===== src/rtl/mem_ctrl_pkg.sv =====
// rtl/mem_ctrl_pkg.sv - shared state, size codes and IO tag for the unified RAM port controller
//
// Purpose: types and constants used by mem_ctrl and its bench.
//   mc_state_e   controller FSM states
//   SZ_B/H/W     LSB access size codes
//   IO_TAG_DEF   addr[17:16] value of the memory-mapped IO region
//   size_to_len  byte count of an LSB access (unknown codes treated as word)
package mem_ctrl_pkg;

  typedef enum logic [2:0] {
    MC_IDLE  = 3'd0,
    MC_IF_RD = 3'd1,
    MC_LS_RD = 3'd2,
    MC_LS_WR = 3'd3,
    MC_DONE  = 3'd4
  } mc_state_e;

  localparam logic [1:0] SZ_B = 2'd0;
  localparam logic [1:0] SZ_H = 2'd1;
  localparam logic [1:0] SZ_W = 2'd2;

  localparam logic [1:0] IO_TAG_DEF = 2'b11;
  localparam logic [2:0] FETCH_LEN  = 3'd4;

  function automatic logic [2:0] size_to_len(input logic [1:0] size);
    case (size)
      SZ_B:    return 3'd1;
      SZ_H:    return 3'd2;
      default: return 3'd4;
    endcase
  endfunction

endpackage


===== src/rtl/mem_ctrl.sv =====
// rtl/mem_ctrl.sv - byte-wide RAM port arbiter/sequencer for instruction fetch and load/store
//
// Purpose: grants the single byte-wide RAM port to the load/store unit (priority)
// or the instruction fetcher, walks the access one byte per cycle, assembles read
// data little-endian and returns a one-cycle done pulse to the winner.
// Ports:
//   clk, rst (sync, active low), rdy (global enable), clear (flush), io_buffer_full
//   IF_req/IF_addr    -> IF_flag/IF_inst       word fetch
//   LSB_req/LSB_wr/LSB_size/LSB_addr/LSB_wdata -> LSB_flag/LSB_rdata
//   mem_din (read byte, 1-cycle latency), mem_dout/mem_a/mem_wr to RAM
module mem_ctrl
  import mem_ctrl_pkg::*;
#(
  parameter logic [1:0] IO_TAG = IO_TAG_DEF
) (
  input  logic        clk,
  input  logic        rst,
  input  logic        rdy,
  input  logic        clear,
  input  logic        io_buffer_full,
  input  logic        IF_req,
  input  logic [31:0] IF_addr,
  output logic        IF_flag,
  output logic [31:0] IF_inst,
  input  logic        LSB_req,
  input  logic        LSB_wr,
  input  logic [1:0]  LSB_size,
  input  logic [31:0] LSB_addr,
  input  logic [31:0] LSB_wdata,
  output logic        LSB_flag,
  output logic [31:0] LSB_rdata,
  input  logic [7:0]  mem_din,
  output logic [7:0]  mem_dout,
  output logic [31:0] mem_a,
  output logic        mem_wr
);

  mc_state_e   state_q;
  logic [2:0]  cnt_q;
  logic [2:0]  len_q;
  logic [23:0] wdata_q;     // store bytes still to be issued, next one in [7:0]
  logic        io_q;        // access targets the IO region
  logic [31:0] asm_q;
  logic [31:0] asm_d;
  logic [31:0] mem_a_q;
  logic [7:0]  mem_dout_q;
  logic        mem_wr_q;
  logic        if_flag_q;
  logic        lsb_flag_q;
  logic [31:0] if_inst_q;
  logic [31:0] lsb_rdata_q;

  logic [1:0]  cap_idx;
  logic        grant_io;

  // In read states cnt counts cycles since grant; the byte arriving now on
  // mem_din belongs to the address issued one cycle earlier, i.e. index cnt-1.
  assign cap_idx  = cnt_q[1:0] - 2'd1;
  assign grant_io = (LSB_addr[17:16] == IO_TAG);

  always_comb begin
    asm_d = asm_q;
    asm_d[{cap_idx, 3'b000} +: 8] = mem_din;
  end

  always_ff @(posedge clk) begin
    if (!rst) begin
      state_q     <= MC_IDLE;
      cnt_q       <= 3'd0;
      len_q       <= 3'd0;
      wdata_q     <= 24'd0;
      io_q        <= 1'b0;
      asm_q       <= 32'd0;
      mem_a_q     <= 32'd0;
      mem_dout_q  <= 8'd0;
      mem_wr_q    <= 1'b0;
      if_flag_q   <= 1'b0;
      lsb_flag_q  <= 1'b0;
      if_inst_q   <= 32'd0;
      lsb_rdata_q <= 32'd0;
    end else if (rdy) begin
      case (state_q)
        MC_IDLE: begin
          // LSB first; under a flush only a committed store may start.
          if (LSB_req && (LSB_wr || !clear)) begin
            mem_a_q <= LSB_addr;
            cnt_q   <= 3'd0;
            len_q   <= size_to_len(LSB_size);
            asm_q   <= 32'd0;
            io_q    <= grant_io;
            if (LSB_wr) begin
              state_q    <= MC_LS_WR;
              mem_dout_q <= LSB_wdata[7:0];
              wdata_q    <= LSB_wdata[31:8];
              mem_wr_q   <= !(grant_io && io_buffer_full);
            end else begin
              state_q <= MC_LS_RD;
            end
          end else if (IF_req && !clear) begin
            state_q <= MC_IF_RD;
            mem_a_q <= IF_addr;
            cnt_q   <= 3'd0;
            len_q   <= FETCH_LEN;
            asm_q   <= 32'd0;
            io_q    <= 1'b0;
          end
        end

        MC_IF_RD, MC_LS_RD: begin
          if (clear) begin
            state_q <= MC_IDLE;
          end else begin
            cnt_q <= cnt_q + 3'd1;
            if (cnt_q != 3'd0) asm_q <= asm_d;
            if ((cnt_q + 3'd1) < len_q) mem_a_q <= mem_a_q + 32'd1;
            if (cnt_q == len_q) begin
              state_q <= MC_DONE;
              if (state_q == MC_IF_RD) begin
                if_flag_q <= 1'b1;
                if_inst_q <= asm_d;
              end else begin
                lsb_flag_q  <= 1'b1;
                lsb_rdata_q <= asm_d;
              end
            end
          end
        end

        MC_LS_WR: begin
          // cnt is the index of the byte on mem_dout; it only advances once
          // that byte has actually gone out with mem_wr high.
          if (mem_wr_q) begin
            if (cnt_q == len_q - 3'd1) begin
              mem_wr_q   <= 1'b0;
              lsb_flag_q <= 1'b1;
              state_q    <= MC_DONE;
            end else begin
              cnt_q      <= cnt_q + 3'd1;
              mem_a_q    <= mem_a_q + 32'd1;
              mem_dout_q <= wdata_q[7:0];
              wdata_q    <= {8'h00, wdata_q[23:8]};
              mem_wr_q   <= !(io_q && io_buffer_full);
            end
          end else begin
            mem_wr_q <= !(io_q && io_buffer_full);
          end
        end

        MC_DONE: begin
          if_flag_q  <= 1'b0;
          lsb_flag_q <= 1'b0;
          state_q    <= MC_IDLE;
        end

        default: state_q <= MC_IDLE;
      endcase
    end
  end

  assign IF_flag   = if_flag_q;
  assign IF_inst   = if_inst_q;
  assign LSB_flag  = lsb_flag_q;
  assign LSB_rdata = lsb_rdata_q;
  assign mem_dout  = mem_dout_q;
  assign mem_a     = mem_a_q;
  // Masking with rdy keeps a frozen write cycle from being seen twice by RAM.
  assign mem_wr    = mem_wr_q & rdy;

endmodule


===== config.mk =====
export PLATFORM = sky130hd
export DESIGN_NAME = mem_ctrl
export DESIGN_NICKNAME = d
export VERILOG_FILES = /design/src/rtl/mem_ctrl_pkg.sv /design/src/rtl/mem_ctrl.sv
export SDC_FILE = /design/constraint.sdc
export NUM_CORES = 1
export LEC_CHECK = 0
export ABC_AREA = 0
export CORE_ASPECT_RATIO = 1.2
export CORE_MARGIN = 2
export CORE_UTILIZATION = 45
export CTS_CLUSTER_DIAMETER = 80
export DETAILED_ROUTE_END_ITERATION = 12
export GPL_TIMING_DRIVEN = 0
export PLACE_DENSITY = 0.81
export SYNTH_ARGS = -nofsm -noshare
export SYNTH_HDL_FRONTEND = slang
export SYNTH_SLANG_ARGS = --single-unit

===== constraint.sdc =====
create_clock -name clk -period 2.25 [get_ports clk]
set_input_delay 0.675 -clock clk [delete_from_list [all_inputs] [get_ports clk]]
set_output_delay 0.675 -clock clk [all_outputs]
set_load 0.05 [all_outputs]

== Word level (Yosys, flattened, before mapping) ==
Index checks and enable logic that the tools add are counted.

* Flip-flop bits (word level): 173
* Logic and storage cells: 131
* Output and inout bits: 107

* Shifts and indexed selects: 2
* Reductions and logical operators: 29
* Add/sub/neg operators: 5
* Bitwise logic cells: 3
* Mux-type cells: 57
* $lt $le $gt $ge: 1
* Eq/ne operators: 21

{| class="wikitable"
|+ Operators by type and width
! kind !! count
|-
| 32-bit two-way mux || 10
|-
| 24-bit two-way mux || 4
|-
| 32-bit case mux with 3 select lines || 1
|-
| 32-bit case mux with 2 select lines || 1
|-
| 24-bit case mux with 2 select lines || 1
|-
| 3-bit two-way mux || 13
|-
| 32-bit by 1-bit adder with 32-bit output (second input constant) || 1
|-
| 32-bit bitwise mux || 1
|-
| 8-bit two-way mux || 4
|-
| 8-bit by 7-bit variable shift with 32-bit output (first input constant) || 1
|-
| 8-bit by 7-bit indexed part select with 32-bit output || 1
|-
| 5-bit AND reduction || 5
|-
| 2-bit != test (second input constant) || 11
|-
| 3-bit case mux with 3 select lines || 2
|-
| 8-bit case mux with 2 select lines || 1
|-
| 1-bit two-way mux || 15
|-
| 7-bit AND reduction || 2
|-
| 6-bit AND reduction || 2
|-
| 3-bit nonzero test || 3
|-
| 2-bit nonzero test || 4
|-
| 5-bit negation with 7-bit output || 1
|-
| 3-bit by 2-bit equality test with 1-bit output (second input constant) || 2
|-
| 3-bit equality test || 2
|-
| 3-bit != test (second input constant) || 2
|-
| 21 further kinds || 28
|}

== Depth between registers and ports, before layout ==
Gate-level depths: netlist of the first run.

* Depth in word-level cells: 7
* Gate-level depth with buffers: 10

== Worst setup path before layout of the first run ==
No wires, ideal clock.

* Path kind: flip-flop to flip-flop
* From: reg cnt_q[0]
* To: reg mem_a_q[1] (netlist: mem_a[1])
* Path slack: -0.213 ns
* Arrival time: 2.393 ns
* Cell stages (with the launch flop): 11
* Data required time: 2.180 ns
* Cells stage by stage: dfxtp_1 inv_1 ha_1 ha_1 nor2b_1 o21a_1 o21a_1 buf_2 buf_2 a2111o_1 a21oi_1

* Cells in the longest elaborated chain, start to end: 4
* Elaborated cells on any way between the ends: 6

{| class="wikitable"
|+ Ends and longest elaborated chain
! item !! line !! RTL
|-
| start: declaration || mem_ctrl.sv:39 || <nowiki>logic [2:0] cnt_q;</nowiki>
|-
| start signal: assignment || mem_ctrl.sv:113 || <nowiki>cnt_q <= cnt_q + 3'd1;</nowiki>
|-
| start signal: assignment || mem_ctrl.sv:138 || <nowiki>cnt_q <= cnt_q + 3'd1;</nowiki>
|-
| 3-bit by 1-bit adder with 3-bit output || mem_ctrl.sv:115 || <nowiki>if ((cnt_q + 3'd1) < len_q) mem_a_q <= mem_a_q + 32'd1;</nowiki>
|-
| 3-bit less-than comparator || mem_ctrl.sv:115 ||
|-
| 2-bit != test (no line) || - ||
|-
| 7-bit AND reduction (no line) * || - ||
|-
| end signal: assignment || mem_ctrl.sv:101 || <nowiki>mem_a_q <= IF_addr;</nowiki>
|-
| end signal: assignment || mem_ctrl.sv:115 ||
|-
| end signal: assignment || mem_ctrl.sv:139 || <nowiki>mem_a_q <= mem_a_q + 32'd1;</nowiki>
|-
| end: declaration || mem_ctrl.sv:45 || <nowiki>logic [31:0] mem_a_q;</nowiki>
|}

Every way passes the cells marked *; elsewhere a longest branch is shown, timed or not.
A chain may end at the register's enable or synchronous reset.

== Final worst setup path of the first run ==
* From: in rdy
* To: out mem_wr

* Cells in the longest elaborated chain, start to end: 1

{| class="wikitable"
|+ Ends and longest elaborated chain
! item !! line !! RTL
|-
| start: declaration || mem_ctrl.sv:18 || <nowiki>input logic rdy,</nowiki>
|-
| 1-bit AND || mem_ctrl.sv:167 || <nowiki>assign mem_wr = mem_wr_q & rdy;</nowiki>
|-
| end: declaration || mem_ctrl.sv:35 || <nowiki>output logic mem_wr</nowiki>
|}

Every way passes these cells.

==> metrics.md, run 1 <==
| Metric | Value |
|---|---|
| Status | `completed` |
| Leak | `0.00496 uW` |
| Max-slew headroom | `0.434` |
| Starting density of the core | `0.457` |
| Hold Crit Start | `asm_q[29]` |
| Die H | `155 um` |
| Max Fanout on Critical Path | `7` |
| Setup violators final | `0` |
| Final Hold Fails | `0` |
| Clk buf depth | `2` |
| Synth cell types | `71` |
| Setup crit end kind | `output pin` |
| Worst Skew | `0.0137 ns` |
| Post-synth top flop | `dfxtp_1` |
| Row Count | `55` |
| DRT antenna net count | `0` |
| Register area | `0.00349 mm2` |
| Worst path arrival time | `1.55 ns` |
| Seq/Total Area, Yosys | `0.404` |
| H-tree depth | `4` |
| Post-Place Worst Slack | `-0.744 ns` |
| Gr usage total | `0.281` |
| R2R depth | `10` |
| Die ar. | `0.0202 mm2` |
| HPWL Detailed | `20800 um` |
| Buf/Inv on CP | `2` |
| Worst hold path cell count | `2` |
| Fin crit period | `2.23 ns` |
| Vias per inst | `5.94` |
| Share of cells above drive strength 1 | `0.174` |
| Iter 0 DRT Violations | `784` |
| Detailed-route DRC error count | `0` |
| P&R area growth vs syn | `45.9%` |
| Worst path max stage delay | `0.41 ns` |
| Clk Latency, worst-skew pair | `0.44 ns` |
| Clock sinks | `173` |
| Routed WL | `29700 um` |
| Total congestion overflow | `0` |
| Post-Syn Nets | `1163` |
| First-pass GRT wire length | `45300 um` |
| Crit path kind | `primary input to output pin` |
| Fin cells | `1573` |
| Core area | `0.0188 mm2` |
| Cts hold-fix bufs | `0` |
| DR vias | `9342` |
| Post-synthesis register bit count | `173` |
| Fillers | `1520` |
| Slew @ Worst Pin | `0.849 ns` |
| Number of synthesized flops with an enable pin | `0` |
| RePlAce Congestion | `0.959` |
| Path type of the worst min-delay path | `flop to flop` |
| Num CTS Buffers | `17` |
| Placed Cells | `1512` |
| Final Cycle Share | `0.990` |
| Share of flip-flops with an asynchronous set or reset | `0` |
| Synthesis Warnings | `0` |
| Peak VDD IR | `0.000580 V` |
| I/O pins | `221` |
| Worst reg2reg startpoint | `cnt_q[0]` |
| Max frequency | `0.449 GHz` |
| Cell Pwr Density | `671 mW/mm2` |
| CTS tree | `yes` |
| Chip width | `130 um` |
| Multi-input gate area | `0.00520 mm2` |
| Fin. max-slew vios | `0` |
| Critical path depth | `3` |
| Worst setup margin | `0.0219 ns` |
| Unrepaired setup endpoints after global routing | `yes` |
| DRT Pass-1 Iters | `6` |
| Avg WL per Cell | `18.9 um` |
| Pin count of the biggest net entering global routing | `19` |
| Avg Cell Area, Syn | `8.27 um2` |
| I/O Buffers | `218` |
| Critical path's top delay family | `buffers and inverters` |
| Nets | `1428` |
| CP startpoint | `rdy` |
| CTS root buf | `clkbuf_16` |
| Slowest CP cell | `dlygate4sd2_1` |
| Synthesized area | `0.00858 mm2` |
| Clock transition at path regs | `0.07 ns` |
| CP Data Required Time | `1.57 ns` |
| Max cap viols | `0` |
| Vias in the first global route | `8876` |
| Initial antenna violation count | `1` |
| Mapped Cells | `1038` |
| Startpoint types | `primary input` |
| Worst path cell trace | `dlygate4sd2_1 -> and2_1 -> buf_2` |
-- where the power goes --
| part | internal (uW) | switching, uW |
|---|---|---|
| clock | 1470 | 1400 |
| sequential | 3210 | 149 |
| combinational | 828 | 1350 |
| total | 5500 | 2890 |
-- cell type report --
class | count | share of cell area
multi-input cells | 764 | 0.416
well taps | 256 | 0.0256
flip-flops and latches | 173 | 0.278
diodes | 1 | 0.000200
plain buffers | 85 | 0.0430
clock buffers | 17 | 0.0340
clock inverters | 15 | 0.0120
inverters | 16 | 0.00520
repair buffers | 246 | 0.186
-- worst register-to-register path, stage by stage, from the launching register on --
cell and delay [ns]:
dfxtp_4 0.38, inv_4 0.04, ha_4 0.27, ha_4 0.18
nor2b_1 0.12, o21a_1 0.17, o21a_1 0.19, or2_1 0.24
buf_6 0.16, clkbuf_16 0.17, o221a_4 0.21
-- cells in the mapped netlist (4+ instances only) --
library cell  instances  area (um2)
nand2b_1              6        37.5
o32ai_2               5        81.3
a21oi_1              61         305
nor4_1               10        62.6
o21ai_1               4        20.0
o32ai_1              15         131
a211o_1               4        35.0
and3_1               17         106
a41oi_1               4        35.0
buf_2                21         105
nor2b_1              35         219
or3_1                 5        31.3
dfxtp_1             173        3460
a22oi_1              10        75.1
nor3_1               37         185
nand4_1              16         100
nand2_1             125         469
a211oi_1             77         578
o221a_2               8        90.1
nand3_1              15        75.1
a21boi_0              9        67.6
mux2_2               11         124
clkbuf_1             47         176
inv_1                16        60.1
ha_1                 11         138
and2_1                5        31.3
nor2_1              127         477
buf_6                10         113
a311oi_1             23         201
a31oi_1               9        56.3
mux2i_1               9        90.1
o21ai_0              45         225
o21a_1                7        52.6
-- metal layers --
| layer | vias up | track usage | share of wire |
|---|---|---|---|
| met4 | 0 | 0.142 | 0.046 |
| met3 | 124 | 0.0530 | 0.079 |
| li1 | 4337 | - | - |
| met5 | - | 0 | 0 |
| met2 | 518 | 0.474 | 0.49 |
| met1 | 4363 | 0.340 | 0.39 |
-- cells by family after synthesis --
kind of cell | after synthesis | synth area share
AOI/OAI and AO/OA | 309 | 0.258
xor gates and xnor gates | 5 | 0.00685
adders and majority gates | 11 | 0.0160
buffers and inverters | 101 | 0.0575
DFF | 173 | 0.404
muxes | 20 | 0.0249
and+or+nand+nor | 419 | 0.233
-- per-stage QoR --
step / utilization / hold slack [ns] / TNS [ns] / power (uW) / cell area (um2)
finish: 0.666 / 0.447 / 0 / 8400 / 12500
global route: 0.666 / 0.467 / -0.427 / 8670 / 12500
CTS: 0.638 / 0.446 / 0 / 8190 / 12000
detailed placement: 0.591 / 0.435 / -89.21 / 5320 / 11100
global placement: 0.591 / 0.426 / -84.76 / 5300 / 11100
floorplan: - / 0.417 / 0 / 4580 / 8610
-- path summary, 6_finish.rpt --
check        slack [ns]         to
max                0.02     mem_wr
min                0.45  asm_q[29]
max reg2reg        0.03  mem_a[20]
min reg2reg        0.45  asm_q[29]
-- registers in the layout, indices dropped and copies added, names as in the netlist --
register,cells
io_q,1
IF_flag,1
asm_q,32
state_q,3
mem_dout,8
mem_wr_q,1
mem_a,32
cnt_q,3
LSB_rdata,32
wdata_q,24
LSB_flag,1
IF_inst,32
len_q,3
-- placed cells by master (no fill, tap or decap), types with 7 or more instances in the layout --
cell type and n:
nor3_2 9, and3_1 17, a22oi_1 10, dlygate4sd2_1 107, nor4_1 8, clkdlybuf4s50_1 109, o21ai_0 44, clkbuf_16 19
a21oi_1 60, nor2b_1 35, o21a_1 7, clkbuf_2 19, nor2_1 127, nand4_1 16, buf_6 15, a311oi_1 23
a211oi_1 70, a211oi_2 7, mux2i_1 9, nor3_1 22, o32ai_2 14, clkbuf_1 24, a21boi_0 9, buf_4 26
nand2_1 124, mux2_2 11, dfxtp_2 9, a31oi_1 8, nand3_1 14, buf_2 18, dfxtp_1 161, inv_1 13
-- timing repair --
item / CTS / global route
setup endpoints to repair: 245 / 130
cloned: 1 / 2
hold endpoints to repair: 0 / 0
setup buffers: 8 / 17
pin swaps: 4 / 29
resized for setup: 193 / 80
Power figures use the tool's default switching activity.
==> run 2, diff against run 1 <==
ABC_AREA = unset   (was 0)
CORE_UTILIZATION = 35   (was 45)
PLACE_DENSITY = 0.67   (was 0.81)
==> run 2 against run 1 <==
Effect of this change: wire length grew 5.7%; clock skew grew 0.0058 ns; register-to-register slack lost 0.02 ns.
==> metrics.md, run 2 (synthesis gave the netlist of run 1 again) <==
| Metric | Value |
|---|---|
| H-tree depth | `4` |
| Final Cycle Share | `0.994` |
| Clk buf depth | `2` |
| Final Util | `0.533` |
| I/O Buffers | `218` |
| Cts hold-fix bufs | `0` |
| Nets | `1429` |
| I/O pins | `221` |
| Clk Latency, worst-skew pair | `0.45 ns` |
| Vias in the first global route | `8701` |
| Detailed-route DRC error count | `0` |
| Die ar. | `0.0258 mm2` |
| Initial antenna violation count | `0` |
| Max-slew headroom | `0.471` |
| Max frequency | `0.447 GHz` |
| Routed WL | `31400 um` |
| HPWL Detailed | `22300 um` |
| Slew @ Worst Pin | `0.793 ns` |
| Most frequent cells in the layout | `162 x dfxtp_1, 125 x nor2_1, 124 x nand2_1` |
| Share of cells above drive strength 1 | `0.189` |
| DR vias | `9180` |
| Status | `completed` |
| Clock transition at path regs | `0.06 ns` |
| Max Fanout on Critical Path | `10` |
| CTS root buf | `clkbuf_16` |
| P&R area growth vs syn | `49.4%` |
| Clock sinks | `173` |
| Multi-input gate area | `0.00532 mm2` |
| Cell Pwr Density | `669 mW/mm2` |
| CTS tree | `yes` |
| Register area | `0.00348 mm2` |
| ANT cells | `0` |
| Worst Skew | `0.0195 ns` |
| Avg WL per Cell | `19.2 um` |
| Leak | `0.00511 uW` |
| Unrepaired setup endpoints after global routing | `yes` |
| Path type of the worst min-delay path | `flop to flop` |
| Pin count of the biggest net entering global routing | `17` |
| Total congestion overflow | `0` |
| CP Data Required Time | `2.61 ns` |
| Iter 0 DRT Violations | `792` |
| Row Count | `62` |
| Startpoint types | `flop` |
| Starting density of the core | `0.357` |
| DRT Pass-1 Iters | `5` |
| Worst path arrival time | `2.59 ns` |
| Die H | `176 um` |
| Core area | `0.0240 mm2` |
| Num CTS Buffers | `17` |
| Gr usage total | `0.233` |
| Chip width | `147 um` |
| Setup crit end kind | `flop` |
| Fin. max-slew vios | `0` |
| First-pass GRT wire length | `47500 um` |
| Most common cell after layout, fill and taps aside | `dfxtp_1` |
| Fin crit period | `2.24 ns` |
| Fillers | `2250` |
| Max cap viols | `0` |
| Peak VDD IR | `0.000458 V` |
| Setup violators final | `0` |
| Final setup TNS | `0 ns` |
| Vias per inst | `5.61` |
| RePlAce Congestion | `0.940` |
| Crit path kind | `flop to flop` |
| DRT antenna net count | `0` |
| Final hold slack | `0.444 ns` |
| Final Hold Fails | `0` |
run 2: worst paths after layout:
check / slack [ns] / from / to / cells past startpoint
worst min-delay path: 0.44 / asm_q[26] / asm_q[26] / 2
worst max-delay path: 0.01 / len_q[1] / mem_a[1] / 8
worst max register to register: 0.01 / len_q[1] / mem_a[1] / 8
worst min register to register: 0.44 / asm_q[26] / asm_q[26] / 2
run 2: cell type report:
class | count | share of cell area
Inverter | 16 | 0.00508
Clock buffer | 19 | 0.0353
Sequential cell | 173 | 0.272
Timing Repair Buffer | 249 | 0.188
Multi-Input combinational cell | 764 | 0.415
Tap cell | 320 | 0.0312
Clock inverter | 13 | 0.0102
Buffer | 83 | 0.0438
run 2: metrics by stage:
| stage | total power [uW] | instances | instance area [um2] | setup WS (ns) |
|---|---|---|---|---|
| 2_1_floorplan | 4580 | 1038 | 8610 | 0.00755 |
| 3_3_place_gp | 5330 | 1576 | 11200 | -0.729 |
| 3_5_place_dp | 5350 | 1576 | 11200 | -0.741 |
| 4_1_cts | 8320 | 1621 | 12100 | -0.0284 |
| 5_1_grt | 8860 | 1637 | 12800 | -0.0751 |
| 6_report | 8580 | 1637 | 12800 | 0.0139 |
run 2: critical path: stages (launching register included):
cell      delay, ns
dfxtp_2        0.36
inv_2          0.10
ha_2           0.19
xor3_2         0.27
o41a_4         0.48
nand3_4        0.13
clkbuf_4       0.32
o21ai_0        0.16
a21oi_2        0.16
run 2: repair_timing:
action                     CTS  global route
setup endpoints to repair  248           165
setup buffers               12            14
pin swaps                    4            40
cloned                       1             4
gates resized for setup    183           127
run 2: per-layer routing:
metal | vias to the layer above | part of all wire | GRT usage | wire length [um]
met2 | 429 | 0.50 | 0.406 | 15600
met5 | - | 0 | 0 | 0
met4 | 0 | 0.039 | 0.110 | 1230
met1 | 4315 | 0.40 | 0.280 | 12400
met3 | 91 | 0.069 | 0.0364 | 2170
li1 | 4345 | - | - | -
run 2: power by group:
part / leakage [uW] / total [uW] / switching [uW] / internal, uW
registers: 0.00141 / 3360 / 151 / 3210
logic: 0.00343 / 2250 / 1390 / 862
clock network: 0.000276 / 2970 / 1360 / 1610
